==> config.mk <==
export PLATFORM = sky130hd
export DESIGN_NAME = channel_readout_arbiter
export DESIGN_NICKNAME = d
export VERILOG_FILES = /design/src/rtl/channel_readout_arbiter_pkg.sv /design/src/rtl/channel_readout_arbiter_picker.sv /design/src/rtl/channel_readout_arbiter.sv
export SDC_FILE = /design/constraint.sdc
export NUM_CORES = 1
export LEC_CHECK = 0
export BUFFER_PORTS_ARGS = -buffer_cell sky130_fd_sc_hd__buf_2
export CORE_AREA = 2 2 128 130
export DETAILED_ROUTE_END_ITERATION = 8
export DIE_AREA = 0 0 130 132
export GPL_TIMING_DRIVEN = 0
export HOLD_SLACK_MARGIN = 0.02
export PLACE_DENSITY_LB_ADDON = 0.25
export RECOVER_POWER = 50
export SYNTH_ARGS = -nofsm -noshare
export SYNTH_HDL_FRONTEND = slang
export SYNTH_SLANG_ARGS = --single-unit
==> constraint.sdc <==
create_clock -name clk -period 7.7 [get_ports clk]
set_input_delay 0.77 -clock clk [delete_from_list [all_inputs] [get_ports clk]]
set_output_delay 0.77 -clock clk [all_outputs]
set_load 0.05 [all_outputs]
==> src/rtl/channel_readout_arbiter_pkg.sv <==
// Shared types and constants for the channel readout arbiter slice.
package ReadoutPkg;
  typedef enum logic [1:0] {IDLE, XFER, FLUSH} t_ArbState;

  localparam int c_ChanIdWidth  = 4;
  localparam int c_HeaderWords  = 1;
  localparam int c_WordCntWidth = 7;

  function automatic logic [c_WordCntWidth-1:0] satInc(input logic [c_WordCntWidth-1:0] v);
    return (v == '1) ? v : v + c_WordCntWidth'(1);
  endfunction
endpackage

==> src/rtl/channel_readout_arbiter_picker.sv <==
// Round-robin picker: first requester after the pointer, wrapping; combinational, no state.
module rr_priority_picker
  import ReadoutPkg::*;
#(
  parameter int g_NumChannels = 16
) (
  input  logic [g_NumChannels-1:0] i_Req,
  input  logic [c_ChanIdWidth-1:0] i_Ptr,
  output logic [c_ChanIdWidth-1:0] o_Grant,
  output logic                     o_Any
);
  int cand;

  always_comb begin
    o_Grant = i_Ptr;
    cand    = 0;
    // Scan farthest-first so the nearest requester after the pointer is the last writer.
    for (int i = g_NumChannels; i >= 1; i--) begin
      cand = int'(i_Ptr) + i;
      if (cand >= g_NumChannels) cand = cand - g_NumChannels;
      if (i_Req[cand]) o_Grant = c_ChanIdWidth'(cand);
    end
  end

  assign o_Any = |i_Req;
endmodule

==> src/rtl/channel_readout_arbiter.sv <==
// Round-robin packet arbiter into one readout FIFO; 1 arbitration cycle, then 1-cycle registered words.
// Backpressure: granted channel ready only while the output register is free; overlong tails are dropped.
module channel_readout_arbiter
  import ReadoutPkg::*;
#(
  parameter int g_NumChannels    = 16,
  parameter int g_DataWidth      = 16,
  parameter int g_MaxPacketWords = 64
) (
  input  logic                                 clk,
  input  logic                                 reset,
  input  logic                                 i_MasterEnable,
  input  logic [g_NumChannels-1:0]             i_ChanValid,
  input  logic [g_NumChannels*g_DataWidth-1:0] i_ChanData,
  input  logic [g_NumChannels-1:0]             i_ChanLast,
  output logic [g_NumChannels-1:0]             o_ChanReady,
  output logic                                 o_Valid,
  output logic [g_DataWidth-1:0]               o_Data,
  output logic                                 o_Last,
  output logic [c_ChanIdWidth-1:0]             o_ChannelId,
  input  logic                                 i_Ready,
  output logic                                 o_Busy,
  output logic                                 o_OverlongErr,
  input  logic                                 i_ErrClear
);
  t_ArbState                 state;
  logic [c_ChanIdWidth-1:0]  grant;
  logic [c_ChanIdWidth-1:0]  rrPtr;
  logic [c_ChanIdWidth-1:0]  nextGrant;
  logic                      anyReq;
  logic [c_WordCntWidth-1:0] wordCnt;
  logic [c_WordCntWidth-1:0] wordNum;
  logic [g_DataWidth-1:0]    chanWords [g_NumChannels];
  logic                      grantReady;
  logic                      beat;
  logic                      hitMax;

  for (genvar k = 0; k < g_NumChannels; k++) begin : g_Unpack
    assign chanWords[k] = i_ChanData[k*g_DataWidth +: g_DataWidth];
  end

  rr_priority_picker #(
    .g_NumChannels(g_NumChannels)
  ) uPicker (
    .i_Req  (i_ChanValid),
    .i_Ptr  (rrPtr),
    .o_Grant(nextGrant),
    .o_Any  (anyReq)
  );

  always_comb begin
    grantReady = 1'b0;
    if (state == XFER)  grantReady = !o_Valid || i_Ready;
    if (state == FLUSH) grantReady = 1'b1;
    o_ChanReady        = '0;
    o_ChanReady[grant] = grantReady;
  end

  assign beat    = grantReady && i_ChanValid[grant];
  assign wordNum = satInc(wordCnt);
  assign hitMax  = (wordNum == c_WordCntWidth'(g_MaxPacketWords));
  assign o_Busy  = (state != IDLE) || o_Valid;

  always_ff @(posedge clk) begin
    if (reset) begin
      state         <= IDLE;
      grant         <= '0;
      rrPtr         <= c_ChanIdWidth'(g_NumChannels - 1);
      wordCnt       <= '0;
      o_Valid       <= 1'b0;
      o_Data        <= '0;
      o_Last        <= 1'b0;
      o_ChannelId   <= '0;
      o_OverlongErr <= 1'b0;
    end else begin
      if (o_Valid && i_Ready) begin
        o_Valid <= 1'b0;
        o_Last  <= 1'b0;
      end
      // A truncation in the same cycle overrides the clear below.
      if (i_ErrClear) o_OverlongErr <= 1'b0;
      case (state)
        IDLE: begin
          if (i_MasterEnable && anyReq) begin
            grant <= nextGrant;
            rrPtr <= nextGrant;
            state <= XFER;
          end
        end
        XFER: begin
          if (beat) begin
            o_Valid     <= 1'b1;
            o_Data      <= chanWords[grant];
            o_ChannelId <= grant;
            wordCnt     <= wordNum;
            if (i_ChanLast[grant]) begin
              o_Last  <= 1'b1;
              wordCnt <= '0;
              state   <= IDLE;
            end else if (hitMax) begin
              o_Last        <= 1'b1;
              o_OverlongErr <= 1'b1;
              state         <= FLUSH;
            end else begin
              o_Last <= 1'b0;
            end
          end
        end
        FLUSH: begin
          if (beat) begin
            wordCnt <= wordNum;
            if (i_ChanLast[grant]) begin
              wordCnt <= '0;
              state   <= IDLE;
            end
          end
        end
        default: state <= IDLE;
      endcase
    end
  end
endmodule

# ---- Word level (Yosys, flattened, before mapping)
# Cells that the tools add are included.
dict set report totals {
  reg_bits 40
  input_bits 293
}
dict set report classes {
  add_sub_neg 33
  magnitude_cmp 35
  n_eq_ne 9
  n_mux 113
  n_bitwise 2
  reduce_logical 15
}
# op count
set op_table {}
lappend op_table {{$ge 32x6->1 const B} 16}
lappend op_table {{$lt 32x6->1 const B} 16}
lappend op_table {{$mux 32} 16}
lappend op_table {{$sub 32x6->32 const B} 16}
lappend op_table {{$bmux 1 s4} 18}
lappend op_table {{$bmux 16 s4} 1}
lappend op_table {{$mux 4} 16}
lappend op_table {{$mux 1} 50}
lappend op_table {{$add 4x4->5 const B} 8}
lappend op_table {{$mux 16} 2}
lappend op_table {{$add 4x3->5 const B} 4}
lappend op_table {{$and 16x16->16} 1}
lappend op_table {{$reduce_or 16->1} 1}
lappend op_table {{$eq 7x7->1 const B} 2}
lappend op_table {{$mux 7} 2}
lappend op_table {{$mux 2} 6}
lappend op_table {{$add 4x2->5 const B} 2}
lappend op_table {{$add 7x1->7 const B} 1}
lappend op_table {{$add 4x5->6 const B} 1}
lappend op_table {{$ne 2x2->1 const B} 3}
lappend op_table {{$pmux 2 s3} 1}
lappend op_table {{$reduce_and 2->1} 3}
lappend op_table {{$add 4x1->5 const B} 1}
lappend op_table {{$ge 5x5->1 const B} 1}
lappend op_table {{15 further kinds} 19}

# ---- Depth between registers and ports, before layout
dict set report depth {
  word_depth 22
  ltp_mapped 15
}

# ---- Cells and area by module
# A second synthesis with hierarchy kept.
dict set report hier_totals {
  hier_cells 589
  hier_area_um2 6015.8
}
# module instances cells_each area_per_inst_um2
set by_module_without_submodules {}
lappend by_module_without_submodules {channel_readout_arbiter 1 357 4002.6}
lappend by_module_without_submodules {rr_priority_picker 1 232 2013.2}

# ---- Least setup slack after synthesis
# Ideal clock, no wire load.
dict set report synth_timing {
  path_type {flip-flop to flip-flop}
  startpoint {register rrPtr[1]}
  endpoint {register grant[2]}
  setup_ns 0.134
  arrival_time_ns 3.951
  required_time_ns 7.566
  setup_slack_ns 3.615
  path_stages_with_launch 16
  path_buffers 5
  period_less_slack_ns 4.085
  cell_sequence {dfxtp_1 -> buf_2 -> buf_4 -> buf_1 -> inv_1 -> ha_1 -> buf_6 -> clkbuf_1 -> mux4_2 -> mux2_4 -> mux2_2 -> a211oi_1 -> a211oi_1 -> or4_1 -> o21ai_2 -> a41oi_1}
}
dict set report synth_via {
  elab_chain_cells 22
  elab_cells_between_ends 128
  classes_between {add/sub: 32; order compare: 16; mux: 80}
}
# item line
set synth_rtl {}
lappend synth_rtl {{start, declared} channel_readout_arbiter.sv:28} ;# logic [c_ChanIdWidth-1:0] rrPtr;
lappend synth_rtl {{start signal, assigned} channel_readout_arbiter.sv:68} ;# rrPtr <= c_ChanIdWidth'(g_NumChannels - 1);
lappend synth_rtl {{start signal, assigned} channel_readout_arbiter.sv:86} ;# rrPtr <= nextGrant;
lappend synth_rtl {{$add 4x5->6} channel_readout_arbiter_picker.sv:19} ;# cand = int'(i_Ptr) + i;
lappend synth_rtl {{$sub 32x6->32 or $ge 32x6->1 (tied branches)} channel_readout_arbiter_picker.sv:20} ;# if (cand >= g_NumChannels) cand = cand - g_NumChannels;
lappend synth_rtl {{$mux 32} channel_readout_arbiter_picker.sv:20}
lappend synth_rtl {{$bmux 1 s4} channel_readout_arbiter_picker.sv:21} ;# if (i_Req[cand]) o_Grant = c_ChanIdWidth'(cand);
lappend synth_rtl {{$mux 1 (not written as such) (2 in a row)} channel_readout_arbiter_picker.sv:21}
lappend synth_rtl {{$mux 4 (15 in a row)} channel_readout_arbiter_picker.sv:21}
lappend synth_rtl {{$mux 4 *} channel_readout_arbiter_picker.sv:21}
lappend synth_rtl {{end signal, assigned} channel_readout_arbiter.sv:85} ;# grant <= nextGrant;
lappend synth_rtl {{end, declared} channel_readout_arbiter.sv:27} ;# logic [c_ChanIdWidth-1:0] grant;
# Every way passes the cells marked *; elsewhere a longest branch is shown, timed or not. The select of a mux whose other input is x is not followed.
# A chain may end at the register's enable or synchronous reset.

# ---- Final worst setup path
dict set report layout_timing {
  startpoint {register rrPtr[1]}
  endpoint {register rrPtr[0]}
}
dict set report layout_via {
  elab_chain_cells 22
  elab_cells_between_ends 128
  classes_between {add/sub: 32; order compare: 16; mux: 80}
}
# item line
set layout_rtl {}
lappend layout_rtl {{$add 4x5->6} channel_readout_arbiter_picker.sv:19}
lappend layout_rtl {{$sub 32x6->32 or $ge 32x6->1 (tied branches)} channel_readout_arbiter_picker.sv:20}
lappend layout_rtl {{$mux 32} channel_readout_arbiter_picker.sv:20}
lappend layout_rtl {{$bmux 1 s4} channel_readout_arbiter_picker.sv:21}
lappend layout_rtl {{$mux 1 (not written as such) (2 in a row)} channel_readout_arbiter_picker.sv:21}
lappend layout_rtl {{$mux 4 (15 in a row)} channel_readout_arbiter_picker.sv:21}
lappend layout_rtl {{$mux 4 *} channel_readout_arbiter_picker.sv:21}
# Marks and branches as above.

==> run summary <==
Outcome = complete, no violations
Detailed-route wire length per cell = 27.0 µm
CTS tree = done
Post-route DRC = 0
Drt first-iter violations = 812
CP endpoint kind = flop
Slew @ Worst Pin = 1.04 ns
Core area = 15700 µm²
RSZ-0062 raised after global routing = no
Layout cell share with drive strength beyond 1 = 0.516
GPL Wtd Cong = 1.11
Max-cap violations = 0
Final #Nets = 1236
Yosys cell types = 67
Ys async rst share = 0
Synth Flop Type = dfxtp_1
Hold WC Path Type = flop to flop
Yosys top cell by area = mux4_2
Slew Viols, Final = 0
Worst-path clk slew = 0.07 ns
TritonRoute pass-1 iters = 5
Synth top area share = 0.431
Vias in the first global route = 6890
Final setup skew = 0.00675 ns
Drt total wl = 31.7 mm
DP HPWL = 26.9 mm
CP max FO = 10
Area contributors post-synth = mux4_2 (43%), dfxtp_1 (13%), nand2_1 (4.3%), a21oi_1 (3.9%), mux2i_1 (2.8%)
Cts bufs inserted = 5
Placed Area = 8090 µm²
# IOs = 333
Vias per Instance = 6.09
Syn Nets = 898
Routed Antenna Nets = 0
Min Tclk post-route = 5.06 ns
Setup tns final = 0 ns
IR drop worst, VDD = 0.142 mV
CTS hold repair buffers = 0
Clk sinks = 40
CP arrival = 5.23 ns
Design area = 8250 µm²
Final period util = 0.658
DIE WIDTH = 130 µm
Largest net degree at the start of global routing = 14
# resized after CTS = 0
Area growth syn-to-layout = 34.0%
Static leakage = 3.38 nW
H-tree levels = 2
Via Count = 7133
Starting Density = 0.392
Row count = 46
Synth Register Bits = 40
Total gr overflow = 0
Tot GR Track Use = 0.362
CTS Root Cell = clkbuf_16
Die Span Y = 132 µm
Syn_area_per_cell = 10.4 µm²
Power Density = 338 nW/µm²
Worst skew pair latency = 0.29 ns
F_max = 197 MHz
Max clock buf depth = 2
Post-synthesis sequential area ratio = 0.130
Die ar. = 17200 µm²
First-pass GRT wire length = 44.1 mm
Initial antenna violation count = 30
PortBufs = 331
Critical Path Start Type = flop
Post-synth EDFFs = 0
Slew HR = 0.310
Mapped Area = 6160 µm²
Kind of critical path = flop to flop
Hold Vio Cnt, Final = 0
Setup Buffers After CTS = 0
Required @ worst endpoint = 7.87 ns
Synth Instances = 594
Final setup viols = 0
YS warnings = 0
==> final timing paths <==
kind | slack, ns | end | depth (start not counted) | start
min | 0.46 | o_ChannelId[3] | 2 | o_ChannelId[3]
max | 2.64 | rrPtr[0] | 15 | rrPtr[1]
min reg2reg | 0.46 | o_ChannelId[3] | 2 | o_ChannelId[3]
max reg2reg | 2.64 | rrPtr[0] | 15 | rrPtr[1]
==> critical path, cell delays in order (launching register included) <==
cell and delay, ns:
dfxtp_1 0.49, buf_2 0.29, buf_4 0.23, buf_1 0.45
inv_1 0.33, ha_1 0.39, buf_6 0.13, clkbuf_1 0.39
mux4_2 0.40, mux2i_1 0.47, mux2i_1 0.25, nor3_1 0.18
nand3_1 0.12, a221oi_2 0.40, nor3_1 0.07, or3b_1 0.36
==> registers in the layout (all words and copies together) (netlist names) <==
name,cells
rrPtr,4
o_Data,16
grant,4
o_Last,1
state,2
o_ChannelId,4
o_Valid,1
o_OverlongErr,1
wordCnt,7
==> synthesized netlist by cell type (11+ instances only) <==
| library cell | number |
|---|---|
| nand2_1 | 70 |
| nor2_1 | 40 |
| a21oi_1 | 48 |
| mux2_2 | 12 |
| buf_2 | 12 |
| ha_1 | 11 |
| nor3_1 | 18 |
| mux2i_1 | 17 |
| mux4_2 | 118 |
| a211oi_1 | 11 |
| o21ai_0 | 14 |
| inv_1 | 14 |
| dfxtp_1 | 40 |
| clkbuf_1 | 29 |
==> through the flow <==
| step | power (mW) | cells | hold WS, ns | utilization | worst slack [ns] |
|---|---|---|---|---|---|
| finish | 2.79 | 1171 | 0.455 | 0.525 | 2.64 |
| global route | 2.94 | 1157 | 0.471 | 0.523 | 2.32 |
| CTS | 2.73 | 1149 | 0.455 | 0.524 | 2.69 |
| detailed placement | 2.51 | 1141 | 0.446 | 0.515 | 2.70 |
| global placement | 2.50 | 1141 | 0.441 | 0.515 | 2.69 |
| floorplan | 1.94 | 594 | 0.475 | - | 3.61 |
==> cell type report <==
type	count	area (µm²)
Fill cell	1513	7460
Multi-Input combinational cell	489	5080
Timing Repair Buffer	331	1630
Sequential cell	40	801
Tap cell	216	270
Buffer	48	213
Clock buffer	5	125
Inverter	17	63.8
Antenna cell	22	55.1
Clock inverter	3	18.8
==> report_power, final <==
part | internal (mW) | switching (mW)
Clock | 0.120 | 0.0914
Combinational | 0.998 | 1.33
Sequential | 0.230 | 0.0177
==> cells by family (layout without fill, tap and decap cells) <==
kind of cell,Yosys count,in the layout,synth area share
and+or+nand+nor,182,182,0.138
DFF,40,40,0.130
xor gates and xnor gates,16,16,0.0288
other,0,22,0
muxes,156,156,0.503
AOI/OAI and AO/OA,124,124,0.133
adders and majority gates,11,11,0.0223
buffers and inverters,65,404,0.0451
==> metal layers <==
layer | up-vias | track usage | wire length, µm
met3 | 64 | 0.199 | 4960
met5 | - | 0 | 102
met2 | 544 | 0.530 | 13800
met4 | 16 | 0.124 | 1020
met1 | 3412 | 0.451 | 11700
li1 | 3097 | - | -
==> cell usage in the layout (no fill, tap or decap), types with 3 or more instances in the layout <==
cell / count
xor2_1: 5
ha_1: 11
a31oi_1: 3
a221oi_1: 4
nand2b_1: 5
and2_1: 3
xnor2_2: 5
xnor2_1: 6
a21o_1: 4
nand4_1: 3
nor2_1: 40
a41oi_1: 4
mux2_4: 5
nand3b_1: 3
o21ai_1: 5
diode_2: 22
a21oi_1: 48
clkbuf_16: 5
a22o_1: 4
inv_1: 14
a211oi_1: 11
nor4_1: 6
inv_2: 3
nand3_1: 9
o21ai_0: 14
nor3_1: 18
mux2_2: 12
mux2i_1: 17
clkbuf_1: 54
buf_2: 318
a22oi_1: 4
dfxtp_1: 40
mux4_2: 118
nor2b_1: 8
buf_1: 4
and3_1: 5
nand2_1: 70
(Power assumes the default switching activity.)
